$ cat src/rtl/mem_access_unit.sv
// mem_access_unit: MEM-stage data-memory access controller.
// Picks store data from the MEM-stage register or the WB load result
// (load-then-store forwarding), aligns byte/half/word stores onto the
// 32-bit bus, runs a REQ/ACK handshake with data memory while stalling
// the pipeline, and returns a registered, extended load result.
//
// Ports:
//   CLK, RESET            clock (rising edge), async active-low reset
//   MEM_READ, MEM_WRITE   access request (write wins if both set)
//   FUNCT3                000 B, 001 H, 010 W, 100 BU, 101 HU
//   ALU_RESULT            byte address
//   MEM_REG_DATA          store data from the MEM-stage register
//   WB_FWD_DATA           load result currently in WB
//   MEM_FWD_SEL           1 selects WB_FWD_DATA as store data
//   DMEM_REQ/WE/ADDR/WDATA/BE  registered memory request, held until ack
//   DMEM_RDATA, DMEM_ACK  read data and one-cycle completion pulse
//   BUSY                  pipeline stall request
//   LOAD_DATA, LOAD_VALID extended load result and one-cycle valid pulse
//   MISALIGNED            combinational misalignment flag (IDLE only)
//   BUS_ERROR             one-cycle pulse when the ack wait times out
module mem_access_unit #(
  parameter int unsigned ADDR_WIDTH = 32,
  parameter int unsigned MAX_WAIT   = 15
) (
  input  logic                  CLK,
  input  logic                  RESET,
  input  logic                  MEM_READ,
  input  logic                  MEM_WRITE,
  input  logic [2:0]            FUNCT3,
  input  logic [ADDR_WIDTH-1:0] ALU_RESULT,
  input  logic [31:0]           MEM_REG_DATA,
  input  logic [31:0]           WB_FWD_DATA,
  input  logic                  MEM_FWD_SEL,
  output logic                  DMEM_REQ,
  output logic                  DMEM_WE,
  output logic [ADDR_WIDTH-1:0] DMEM_ADDR,
  output logic [31:0]           DMEM_WDATA,
  output logic [3:0]            DMEM_BE,
  input  logic [31:0]           DMEM_RDATA,
  input  logic                  DMEM_ACK,
  output logic                  BUSY,
  output logic [31:0]           LOAD_DATA,
  output logic                  LOAD_VALID,
  output logic                  MISALIGNED,
  output logic                  BUS_ERROR
);

  typedef enum logic [1:0] {S_IDLE, S_WAIT, S_DONE} state_e;

  localparam logic [7:0] MaxWait = 8'(MAX_WAIT);

  state_e                  state_q, state_d;
  logic [7:0]              cnt_q, cnt_d;
  logic                    req_q, req_d;
  logic                    we_q, we_d;
  logic [ADDR_WIDTH-1:0]   addr_q, addr_d;
  logic [31:0]             wdata_q, wdata_d;
  logic [3:0]              be_q, be_d;
  logic [1:0]              off_q, off_d;
  logic [2:0]              f3_q, f3_d;
  logic [31:0]             ld_q, ld_d;
  logic                    ld_valid_q, ld_valid_d;
  logic                    berr_q, berr_d;

  logic                    access;
  logic                    mis;
  logic [31:0]             store_src;
  logic [3:0]              be_new;
  logic [31:0]             wdata_new;
  logic [31:0]             shifted;
  logic [31:0]             ld_ext;
  logic [7:0]              cnt_inc;

  // Request decode: size from FUNCT3[1:0], lane placement from addr[1:0].
  always_comb begin
    access    = MEM_READ | MEM_WRITE;
    store_src = MEM_FWD_SEL ? WB_FWD_DATA : MEM_REG_DATA;
    case (FUNCT3[1:0])
      2'b01:   mis = ALU_RESULT[0];
      2'b10:   mis = |ALU_RESULT[1:0];
      default: mis = 1'b0;
    endcase
    case (FUNCT3[1:0])
      2'b00: begin
        be_new    = 4'b0001 << ALU_RESULT[1:0];
        wdata_new = {4{store_src[7:0]}};
      end
      2'b01: begin
        be_new    = ALU_RESULT[1] ? 4'b1100 : 4'b0011;
        wdata_new = {2{store_src[15:0]}};
      end
      default: begin
        be_new    = 4'b1111;
        wdata_new = store_src;
      end
    endcase
  end

  // Load extraction from the captured offset and access type.
  always_comb begin
    shifted = DMEM_RDATA >> {off_q, 3'b000};
    case (f3_q)
      3'b000:  ld_ext = {{24{shifted[7]}}, shifted[7:0]};
      3'b001:  ld_ext = {{16{shifted[15]}}, shifted[15:0]};
      3'b100:  ld_ext = {24'b0, shifted[7:0]};
      3'b101:  ld_ext = {16'b0, shifted[15:0]};
      default: ld_ext = shifted;
    endcase
  end

  always_comb begin
    state_d    = state_q;
    cnt_d      = cnt_q;
    req_d      = req_q;
    we_d       = we_q;
    addr_d     = addr_q;
    wdata_d    = wdata_q;
    be_d       = be_q;
    off_d      = off_q;
    f3_d       = f3_q;
    ld_d       = ld_q;
    ld_valid_d = 1'b0;
    berr_d     = 1'b0;
    cnt_inc    = cnt_q + 8'd1;
    case (state_q)
      S_IDLE: begin
        if (access && !mis) begin
          state_d = S_WAIT;
          cnt_d   = '0;
          req_d   = 1'b1;
          we_d    = MEM_WRITE;
          addr_d  = {ALU_RESULT[ADDR_WIDTH-1:2], 2'b00};
          be_d    = be_new;
          wdata_d = MEM_WRITE ? wdata_new : '0;
          off_d   = ALU_RESULT[1:0];
          f3_d    = FUNCT3;
        end
      end
      S_WAIT: begin
        // Ack takes priority over a timeout reached in the same cycle.
        if (DMEM_ACK) begin
          state_d = S_DONE;
          req_d   = 1'b0;
          if (!we_q) begin
            ld_d       = ld_ext;
            ld_valid_d = 1'b1;
          end
        end else begin
          cnt_d = cnt_inc;
          if (cnt_inc == MaxWait) begin
            state_d = S_DONE;
            req_d   = 1'b0;
            berr_d  = 1'b1;
          end
        end
      end
      S_DONE: begin
        cnt_d   = '0;
        state_d = S_IDLE;
      end
      default: state_d = S_IDLE;
    endcase
  end

  always_ff @(posedge CLK or negedge RESET) begin
    if (!RESET) begin
      state_q    <= S_IDLE;
      cnt_q      <= '0;
      req_q      <= 1'b0;
      we_q       <= 1'b0;
      addr_q     <= '0;
      wdata_q    <= '0;
      be_q       <= '0;
      off_q      <= '0;
      f3_q       <= '0;
      ld_q       <= '0;
      ld_valid_q <= 1'b0;
      berr_q     <= 1'b0;
    end else begin
      state_q    <= state_d;
      cnt_q      <= cnt_d;
      req_q      <= req_d;
      we_q       <= we_d;
      addr_q     <= addr_d;
      wdata_q    <= wdata_d;
      be_q       <= be_d;
      off_q      <= off_d;
      f3_q       <= f3_d;
      ld_q       <= ld_d;
      ld_valid_q <= ld_valid_d;
      berr_q     <= berr_d;
    end
  end

  assign DMEM_REQ   = req_q;
  assign DMEM_WE    = we_q;
  assign DMEM_ADDR  = addr_q;
  assign DMEM_WDATA = wdata_q;
  assign DMEM_BE    = be_q;
  assign LOAD_DATA  = ld_q;
  assign LOAD_VALID = ld_valid_q;
  assign BUS_ERROR  = berr_q;
  assign MISALIGNED = (state_q == S_IDLE) && access && mis;
  assign BUSY       = ((state_q == S_IDLE) && access && !mis) || (state_q == S_WAIT);

endmodule

$ cat config.mk
export PLATFORM = sky130hd
export DESIGN_NAME = mem_access_unit
export DESIGN_NICKNAME = d
export VERILOG_FILES = /design/src/rtl/mem_access_unit.sv
export SDC_FILE = /design/constraint.sdc
export NUM_CORES = 1
export LEC_CHECK = 0
export CAP_MARGIN = 20
export CORE_AREA = 2 2 112 114
export CTS_CLUSTER_SIZE = 14
export DETAILED_ROUTE_END_ITERATION = 16
export DIE_AREA = 0 0 114 116
export DONT_BUFFER_PORTS = 1
export GPL_ROUTABILITY_DRIVEN = 0
export SLEW_MARGIN = 20
export SYNTH_ARGS = -nofsm -noshare
export SYNTH_HDL_FRONTEND = slang
export SYNTH_SLANG_ARGS = --single-unit
$ cat constraint.sdc
create_clock -name CLK -period 5.4 [get_ports CLK]
set_input_delay 1.08 -clock CLK [delete_from_list [all_inputs] [get_ports CLK]]
set_output_delay 1.08 -clock CLK [all_outputs]
set_load 0.02 [all_outputs]
==> run summary <==
ANT cells - 0
Worst skew pair latency - 0.41 ns
Post-Layout Cell Count - 683
Synth-to-Final Area Change - 10.4%
Die area - 13200 µm²
# IOs - 243
Initial Util - 0.491
Total global routing overflow - 0
Post-CTS Setup Inserts - 0
Worst Path Arrival - 2.44 ns
R2R Path Start - off_q[1]$_DFFE_PN0P_
Overall routed net length - 14.6 mm
Worst slew pin tran - 1.03 ns
Sequential cell area - 2930 µm²
Flop-to-flop setup slack - 3.01 ns
Chip width - 114 µm
Post-synth EDFFs - 0
MaxCap Viol Count - 0
First-pass GRT wire length - 21.8 mm
Peak supply drop - 0.000447 V
Syn Std Cell Area - 5850 µm²
CTS tree - built
Leak pwr - 2.88 nW
Post_cts resized - 0
HPWL after DPL - 10.4 mm
Hold-fix buffers, CTS - 0
Slew headroom - 0.315
Final setup vio count - 0
Worst Setup Start Kind - primary input
Nature of the critical path endpoint - output port
Flop and latch count out of synthesis - 117
HP Class - in2async
Hold Vio Cnt, Final - 0
Main synth FF type - dfrtp_1
Async S/R FF share, synth - 1.00
DP Area - 5850 µm²
Fin. max-slew vios - 0
Max Fanout on Critical Path - 14
PortBufs - 0
Crit path kind - in2out
Total Nets Final - 665
Period utilisation layout - 0.651
Synthesized instance count - 541
RSZ-0062 raised after global routing - false
Synth cell types - 51
Placed cell count - 651
Via count - 4092
Yosys synthesis warning count - 0
FP Rows - 40
Syn avg cell area - 10.8 µm²
Num Clock Sinks - 117
DRT antenna net count - 0
CTS max path bufs - 2
TNS Setup - 0 ns
DR DRC count - 0
DR vias/cell - 5.99
RR Endpoint - LOAD_DATA[31]$_DFFE_PN0P_
Layout cells sized above 1 - 0.201
Final min period - 3.52 ns
DR pass1 iterations - 5
Power Density - 644 nW/µm²
Core ar. - 11900 µm²
Number of global-route vias before repair - 4075
R2R depth - 3
Clk_skew - 0.00793 ns
Fillers - 1053
Number of H-tree levels - 4
Outcome - complete, no violations
Initial antenna violation count - 0
Die height - 116 µm
Fmax - 284 MHz
Area of the multi-input gates - 2700 µm²
Routed length per instance - 21.3 µm
Finished Cell Area - 6460 µm²
Clock root buffer - clkbuf_16
CTS Buf Count - 17
Overall routing resource usage - 0.215
Worst-path clk slew - 0.06 ns
WP data required - 4.32 ns
Iter 0 DRT Violations - 294
Seq/Total Area, Yosys - 0.500
Pin count of the biggest net entering global routing - 118
-- synthesized netlist by cell type, drive strengths merged, types with 4 or more instances --
cell type / instances / share of area
nand2: 68 / 0.044
a22oi: 8 / 0.010
nor2: 30 / 0.019
and2: 8 / 0.0086
inv: 7 / 0.0045
a22o: 16 / 0.024
or2: 12 / 0.013
dfrtp: 117 / 0.50
nand3: 17 / 0.015
o21ai: 41 / 0.035
clkbuf: 13 / 0.0085
a221o: 9 / 0.015
xor2: 4 / 0.0060
ha: 5 / 0.011
a21oi: 19 / 0.016
buf: 27 / 0.028
mux2: 57 / 0.11
xnor2: 4 / 0.0060
mux2i: 33 / 0.056
a32o: 16 / 0.027
-- power by group --
part / total [W] / internal, W / switching, W
registers: 0.00208 / 0.00126 / 0.000818
logic: 0.000945 / 0.000484 / 0.000460
clock network: 0.00114 / 0.000746 / 0.000396
-- placed cells by master, fill, tap and decap left out, drive strengths merged, types with 2 or more instances in the layout --
cell	instances
and3	2
or2	12
a22o	16
xor2	4
dfrtp	117
a221o	9
mux2i	33
clkbuf	19
clkinvlp	5
xnor2	4
nand3	17
inv	7
a22oi	8
o21ai	41
nor2	30
nor2b	3
mux2	57
o211ai	2
nor4	2
clkinv	5
bufinv	3
and2	8
buf	2
nand2	68
nand3b	2
a32o	16
conb	2
a21o	2
nand4	2
a21oi	19
ha	5
-- registers in the layout, summed over array words and instances (netlist names) --
signal,flops
off_q,2
LOAD_VALID,1
DMEM_WE,1
DMEM_WDATA,32
BUS_ERROR,1
DMEM_REQ,1
f3_q,3
DMEM_ADDR,30
state_q,2
DMEM_BE,4
cnt_q,8
LOAD_DATA,32
-- cell type report --
cell class / instances / area share
sequential: 117 / 0.453
multi-input combinational: 378 / 0.418
clock buffer: 19 / 0.0701
tap: 147 / 0.0285
clock inverter: 13 / 0.0242
inverter: 7 / 0.00407
timing repair buffer: 2 / 0.00232
-- per-stage QoR --
| step | setup WS [ns] | hold WS (ns) | utilization | power, W |
|---|---|---|---|---|
| finish | 1.88 | 0.362 | 0.542 | 0.00416 |
| global route | 1.74 | 0.340 | 0.542 | 0.00440 |
| CTS | 1.88 | 0.344 | 0.542 | 0.00421 |
| detailed placement | 1.88 | 0.531 | 0.491 | 0.00304 |
| global placement | 1.95 | 0.531 | 0.491 | 0.00299 |
| floorplan | 2.00 | 0.479 | - | 0.00279 |
-- worst max-delay path by stage --
stage / depth (start not counted) / to / startpoint
6_report: 5 / MISALIGNED / FUNCT3[1]
5_1_grt: 5 / MISALIGNED / FUNCT3[1]
4_1_cts: 5 / MISALIGNED / FUNCT3[1]
3_5_place_dp: 5 / MISALIGNED / FUNCT3[1]
3_3_place_gp: 5 / MISALIGNED / FUNCT3[1]
2_1_floorplan: 7 / BUSY / FUNCT3[1]
-- routing by layer --
layer / up-vias / global-route usage / share of wire
met4: 0 / 0.0829 / 0.0088
met1: 2003 / 0.270 / 0.41
met5: - / 0 / 0
met2: 170 / 0.343 / 0.49
met3: 11 / 0.0790 / 0.089
li1: 1908 / - / -
-- cells by family after synthesis --
logic type | synth area share
AO/OA/AOI/OAI | 0.144
XOR/XNOR | 0.0120
adder cells (fa/ha/maj) | 0.0107
buffers and inverters | 0.0410
flip-flops | 0.500
multiplexers | 0.170
other | 0.000641
AND/OR/NAND/NOR | 0.121
-- critical path, stage by stage --
cell,delay (ns)
inv_1,0.09
ha_1,0.47
o211ai_1,0.25
and2_1,0.22
nor2_1,0.33
Power figures use the tool's default switching activity.
